`src/rtl/pipe_ctrl_pkg.sv`:
```
// Shared types and helpers for the pipeline hazard/stall scheduler.
package pipe_ctrl_pkg;

    typedef enum logic [2:0] {
        RUN      = 3'd0,
        MEM_WAIT = 3'd1,
        DRAIN    = 3'd2,
        HALTED   = 3'd3,
        ERROR    = 3'd4
    } hz_state_t;

    localparam logic [4:0] REG_ZERO = 5'd0;

    // Bits needed to hold every value from 0 to max_val inclusive.
    function automatic int cnt_width(input int max_val);
        return $clog2(max_val + 1);
    endfunction

endpackage

```
`src/rtl/load_use_detect.sv`:
```
// Load-use hazard detector: flags an ID instruction that reads the register a
// load in EX is about to write. Register 0 never creates a dependency.
module load_use_detect
    import pipe_ctrl_pkg::*;
(
    input  logic [4:0] id_rs,
    input  logic [4:0] id_rt,
    input  logic       id_uses_rt,
    input  logic [4:0] ex_rt,
    input  logic       ex_memread,
    output logic       lu
);

    // Dependency on rs always counts; rt only when the instruction sources it.
    always_comb begin
        lu = ex_memread && (ex_rt != REG_ZERO) &&
             ((ex_rt == id_rs) || (id_uses_rt && (ex_rt == id_rt)));
    end

endmodule

```
`src/rtl/pipeline_hazard_ctrl.sv`:
```
// Hazard/stall scheduler for the 5-stage pipeline.
// Optional macro HAZARD_PERF_CNT_EN adds saturating stall/flush counters.
//
// state    | meaning
// ---------+-----------------------------------------------------------
// RUN      | normal flow; load-use, branch flush, mem stall, halt checks
// MEM_WAIT | data memory busy; pipe frozen, timeout counter running
// DRAIN    | injecting bubbles before acknowledging halt
// HALTED   | pipe drained and frozen, halt_ack high
// ERROR    | memory timeout; frozen until reset
module pipeline_hazard_ctrl
    import pipe_ctrl_pkg::*;
#(
    parameter int MEM_TIMEOUT  = 64,
    parameter int DRAIN_CYCLES = 4
)
(
    input  logic        clk,
    input  logic        rst_n,
    input  logic [4:0]  id_rs,
    input  logic [4:0]  id_rt,
    input  logic        id_uses_rt,
    input  logic [4:0]  ex_rt,
    input  logic        ex_memread,
    input  logic        branch_taken,
    input  logic        mem_req,
    input  logic        mem_ready,
    input  logic        halt_req,
    output logic        pc_write,
    output logic        ifid_write,
    output logic        ifid_flush,
    output logic        idex_flush,
    output logic        pipe_hold,
    output logic        halt_ack,
    output logic        mem_err
`ifdef HAZARD_PERF_CNT_EN
    ,
    output logic [31:0] stall_cnt,
    output logic [31:0] flush_cnt
`endif
);

    localparam int WAIT_W  = cnt_width(MEM_TIMEOUT);
    localparam int DRAIN_W = cnt_width(DRAIN_CYCLES);
    localparam logic [WAIT_W-1:0]  WAIT_LAST  = WAIT_W'(MEM_TIMEOUT - 1);
    localparam logic [DRAIN_W-1:0] DRAIN_LAST = DRAIN_W'(DRAIN_CYCLES);

    hz_state_t          state, state_nxt;
    logic [WAIT_W-1:0]  wait_cnt, wait_cnt_nxt;
    logic [DRAIN_W-1:0] drain_cnt, drain_cnt_nxt;
    logic               mem_err_q;
    logic               lu;
    logic               mem_stall;
    logic               br_flush;

    load_use_detect u_lu (
        .id_rs      (id_rs),
        .id_rt      (id_rt),
        .id_uses_rt (id_uses_rt),
        .ex_rt      (ex_rt),
        .ex_memread (ex_memread),
        .lu         (lu)
    );

    assign mem_stall = mem_req && !mem_ready;
    assign mem_err   = mem_err_q;

    // State, counters and sticky error flag.
    always_ff @(posedge clk or negedge rst_n) begin
        if (!rst_n) begin
            state     <= RUN;
            wait_cnt  <= '0;
            drain_cnt <= '0;
            mem_err_q <= 1'b0;
        end else begin
            state     <= state_nxt;
            wait_cnt  <= wait_cnt_nxt;
            drain_cnt <= drain_cnt_nxt;
            mem_err_q <= (state_nxt == ERROR);
        end
    end

    // Next-state and pipeline control; reset overrides outputs without a clock.
    always_comb begin
        state_nxt     = state;
        wait_cnt_nxt  = wait_cnt;
        drain_cnt_nxt = drain_cnt;
        pc_write      = 1'b1;
        ifid_write    = 1'b1;
        ifid_flush    = 1'b0;
        idex_flush    = 1'b0;
        pipe_hold     = 1'b0;
        halt_ack      = 1'b0;
        br_flush      = 1'b0;

        case (state)
            RUN: begin
                if (mem_stall) begin
                    pc_write     = 1'b0;
                    ifid_write   = 1'b0;
                    pipe_hold    = 1'b1;
                    state_nxt    = MEM_WAIT;
                    wait_cnt_nxt = WAIT_W'(1);
                end else if (branch_taken) begin
                    // Wrong-path instruction in ID is killed, so a load-use on it is moot.
                    ifid_flush = 1'b1;
                    idex_flush = 1'b1;
                    br_flush   = 1'b1;
                end else if (lu) begin
                    pc_write   = 1'b0;
                    ifid_write = 1'b0;
                    idex_flush = 1'b1;
                end else if (halt_req) begin
                    pc_write      = 1'b0;
                    ifid_flush    = 1'b1;
                    state_nxt     = DRAIN;
                    drain_cnt_nxt = DRAIN_W'(1);
                end
            end
            MEM_WAIT: begin
                if (mem_ready) begin
                    state_nxt    = RUN;
                    wait_cnt_nxt = '0;
                end else begin
                    pc_write   = 1'b0;
                    ifid_write = 1'b0;
                    pipe_hold  = 1'b1;
                    if (wait_cnt == WAIT_LAST) begin
                        state_nxt = ERROR;
                    end else begin
                        wait_cnt_nxt = wait_cnt + WAIT_W'(1);
                    end
                end
            end
            DRAIN: begin
                pc_write   = 1'b0;
                ifid_flush = 1'b1;
                idex_flush = 1'b1;
                if (mem_stall) begin
                    pipe_hold = 1'b1;
                end else if (drain_cnt == DRAIN_LAST) begin
                    state_nxt     = HALTED;
                    drain_cnt_nxt = '0;
                end else begin
                    drain_cnt_nxt = drain_cnt + DRAIN_W'(1);
                end
            end
            HALTED: begin
                halt_ack   = 1'b1;
                pc_write   = 1'b0;
                ifid_write = 1'b0;
                pipe_hold  = 1'b1;
                if (!halt_req) begin
                    state_nxt = RUN;
                end
            end
            ERROR: begin
                pc_write   = 1'b0;
                ifid_write = 1'b0;
                pipe_hold  = 1'b1;
            end
            default: begin
                state_nxt = RUN;
            end
        endcase

        if (!rst_n) begin
            pc_write   = 1'b0;
            ifid_write = 1'b0;
            ifid_flush = 1'b1;
            idex_flush = 1'b1;
            pipe_hold  = 1'b0;
            halt_ack   = 1'b0;
            br_flush   = 1'b0;
        end
    end

`ifdef HAZARD_PERF_CNT_EN
    // Saturating stall and branch-flush event counters.
    always_ff @(posedge clk or negedge rst_n) begin
        if (!rst_n) begin
            stall_cnt <= '0;
            flush_cnt <= '0;
        end else begin
            if (!pc_write && (state != HALTED) && (state != ERROR) && (stall_cnt != '1)) begin
                stall_cnt <= stall_cnt + 32'd1;
            end
            if (br_flush && (flush_cnt != '1)) begin
                flush_cnt <= flush_cnt + 32'd1;
            end
        end
    end
`endif

endmodule

```
`config.mk`:
```
export PLATFORM = sky130hd
export DESIGN_NAME = pipeline_hazard_ctrl
export DESIGN_NICKNAME = d
export VERILOG_FILES = /design/src/rtl/pipe_ctrl_pkg.sv /design/src/rtl/load_use_detect.sv /design/src/rtl/pipeline_hazard_ctrl.sv
export SDC_FILE = /design/constraint.sdc
export NUM_CORES = 1
export LEC_CHECK = 0
export CAP_MARGIN = 25
export CORE_ASPECT_RATIO = 1.5
export CORE_MARGIN = 2
export CORE_UTILIZATION = 47
export DETAILED_ROUTE_END_ITERATION = 8
export PLACE_DENSITY = 0.87
export RECOVER_POWER = 25
export SLEW_MARGIN = 10
export SYNTH_ARGS = -nofsm -noshare
export SYNTH_HDL_FRONTEND = slang
export SYNTH_SLANG_ARGS = --single-unit
```
`constraint.sdc`:
```
create_clock -name clk -period 2.5 [get_ports clk]
set_clock_uncertainty 0.2 [all_clocks]
set_input_delay 0.5 -clock clk [delete_from_list [all_inputs] [get_ports clk]]
set_output_delay 0.5 -clock clk [all_outputs]
set_load 0.1 [all_outputs]
```
==> out/qor.txt, run 1 <==
Status = finished, violations left
Failing checks = negative setup slack
Endpoints failing setup = 4
Port Buffer Count = 29
Layout cells sized above 1 = 36.9%
Max Clk Rate = 0.378 GHz
Slew Viols, Final = 0
Clock slew at reported path FFs = 90 ps
Wirelength per Cell = 19.3 um
Nets = 203
Synthesized area per cell = 8.48 sq um
Unrepaired setup endpoints after global routing = true
Critical path cell sequence = buf_6, buf_6, xor2_2, nor4_2, a32oi_2, buf_4, o21bai_4, a21o_4, buf_12
Worst-margin pin slew = 561 ps
Clock sinks = 14
DP Worst Slack = -444 ps
Post-DP Area = 1600 sq um
Yosys reg bits = 14
Antenna diode count = 0
Post-layout min period = 2640 ps
Finished Core Util = 79.9%
YS warnings = 0
Final ANT Viol Nets = 0
Crit Path Class = in2out
R2R Path Start = state[2]$_DFF_PN0_
Grt ovf = 0
EDFF count, synth = 0
Post-Place Cells = 190
Initial antenna violation count = 0
Clk root buf = clkbuf_4
Hold_ws = 328 ps
Synthesized area = 1080 sq um
Fin area = 1760 sq um
R2r worst-path depth = 6
Boundary pin count = 30
Hold EP = wait_cnt[6]$_DFFE_PN0P_
Slowest cell on crit path = nor4_2
Period utilization = 106%
Inserted Clock Buffers = 3
Power per cell area = 802 nW/um^2
Via density = 6.29
Fin worst setup slack = -145 ps
Gr usage total = 32.3%
Top_reg_cell synth = dfrtp_1
Count of cell types in the netlist = 39
Worst vdd rail ir drop = 633 uV
First-pass GRT wire length = 6550 um
Die width = 43.1 um
Async SR Flop Fraction = 100%
CP arrival = 1940 ps
Worst path required time = 1800 ps
Worst setup EP type = primary output
Core Box Area = 2210 sq um
Hold_sp = wait_cnt[5]$_DFFE_PN0P_
Setup_tns = -439 ps
Multi-input logic area = 836 sq um
Area grow syn2layout = 63.6%
CP dominant cell by count = buf_6
Storage element area = 353 sq um
Hold Path Class = reg2reg
Area of the die = 2700 sq um
Critical Path Max Stage Delay = 310 ps
Pwr Total = 1.41 mW
Die H = 62.6 um
Via Count = 1,252
Reg2Reg Setup Slack = 560 ps
Final hold vios = 0
CTS tree = built
Worst-path fanout max = 2
Vias in the first global route = 1,374
FP Rows = 21
Synthesized Nets = 153
Synth Instances = 127
Worst hold path depth = 1
Final HPWL DP = 2440 um
Total Wirelength = 3840 um
Max_slew headroom = 62.6%
Clock latency at the later pin of the worst-skew pair = 290 ps
Largest net degree at the start of global routing = 20
DRT iter0 DRCs = 49
H-tree Lvls = 1
CP startpoint kind = input pin
Routability-driven placement congestion ratio = 0.812
Final non-filler cell total = 199
Reg-to-reg endpoint = wait_cnt[5]$_DFFE_PN0P_
Starting Density = 48.8%
Max-Cap Viols = 0
Detailed-router iteration count before antenna repair = 4
Seq/Total Area, Yosys = 32.5%
DRC = 0
CTS max path bufs = 2
Leakage = 0.749 nW
Filler instances = 136
==> metal layers <==
| layer | GRT usage, % | share of wire (%) | wire length, um |
|---|---|---|---|
| met5 | 0 | 0 | 0 |
| met4 | 17.4 | 5.8 | 223 |
| met3 | 3.18 | 4.9 | 188 |
| met2 | 60.6 | 57 | 2170 |
| met1 | 32.9 | 33 | 1250 |
==> synthesized netlist by cell type (all sizes together), types with 2 or more instances <==
cell type,n,area share (%)
inv,6,2.1
nand2b,5,2.9
nor3,6,2.8
or4,2,1.7
dfrtp,14,33
clkbuf,5,1.7
o21ai,9,5.6
nor4,4,2.9
ha,3,3.5
nor2b,4,2.3
a21oi,6,2.8
xor2,10,8.1
o221ai,2,1.6
a31oi,2,1.2
nor2,14,4.9
and2,2,1.2
xnor2,4,3.3
nor3b,2,1.4
nand3,3,1.4
nand2,9,3.1
==> worst max path at each step <==
stage / end / startpoint
floorplan: pc_write / ex_rt[1]
CTS: idex_flush / ex_rt[1]
global route: idex_flush / ex_rt[1]
global placement: pc_write / ex_rt[1]
detailed placement: idex_flush / ex_rt[3]
finish: idex_flush / ex_rt[1]
==> cell families (layout without fill, tap and decap cells) <==
kind of cell / after synthesis / count (layout) / share of synthesized area (%)
AOI/OAI and AO/OA: 30 / 30 / 19.9
xor gates and xnor gates: 14 / 14 / 11.4
adders and majority gates: 3 / 3 / 3.48
buffers and inverters: 11 / 60 / 3.83
DFF: 14 / 14 / 32.5
muxes: 1 / 1 / 0.929
and+or+nand+nor: 54 / 54 / 28.0
==> registers in the layout, indices dropped and copies added (netlist names) <==
name / cells
wait_cnt: 7
drain_cnt: 3
state: 3
mem_err: 1
==> layout make-up <==
type	count	share of cell area, %
Multi-Input combinational cell	102	47.4
Timing Repair Buffer	50	27.6
Sequential cell	14	20.0
Clock buffer	4	2.06
Tap cell	23	1.63
Inverter	6	1.28
==> cell usage in the layout (no fill, tap or decap), drive strengths merged, types with 2 or more instances in the layout <==
master	count
buf	32
nor3	6
o21ai	9
o221ai	2
nand3	3
xnor2	4
or4	2
nor2	14
a21oi	6
and2	2
inv	6
clkdlybuf4s50	4
clkdlybuf4s15	2
ha	3
xor2	10
nand2b	5
a31oi	2
clkbuf	6
nor3b	2
dfrtp	14
nand2	9
dlygate4sd2	10
nor2b	4
nor4	4
==> where the power goes <==
group	internal, mW	switching, mW	leakage (nW)	total, mW
sequential	0.287	0.0838	0.180	0.371
combinational	0.346	0.526	0.548	0.872
clock	0.0889	0.0818	0.0210	0.171
total	0.722	0.691	0.749	1.41
==> critical path: cells and delay by family <==
family	cells	cell delay [ps]
xor gates and xnor gates	1	140
buffers and inverters	4	540
AOI/OAI and AO/OA	3	460
and+or+nand+nor	1	310
==> repair_timing <==
action / 4_1_cts / 5_1_grt
endpoints found under the setup margin: 5 / 5
hold buffers: 0 / 0
setup buffers: 5 / 0
pin swaps: 17 / 8
resized for setup: 60 / 6
No activity file was read; power rests on OpenSTA's default activity.
==> run 2, diff against run 1 <==
- ABC_AREA: not set -> 0
- CTS_CLUSTER_SIZE: not set -> 40
==> results of run 2 <==
Final layout, timing and power as in run 1 (identical DEF).
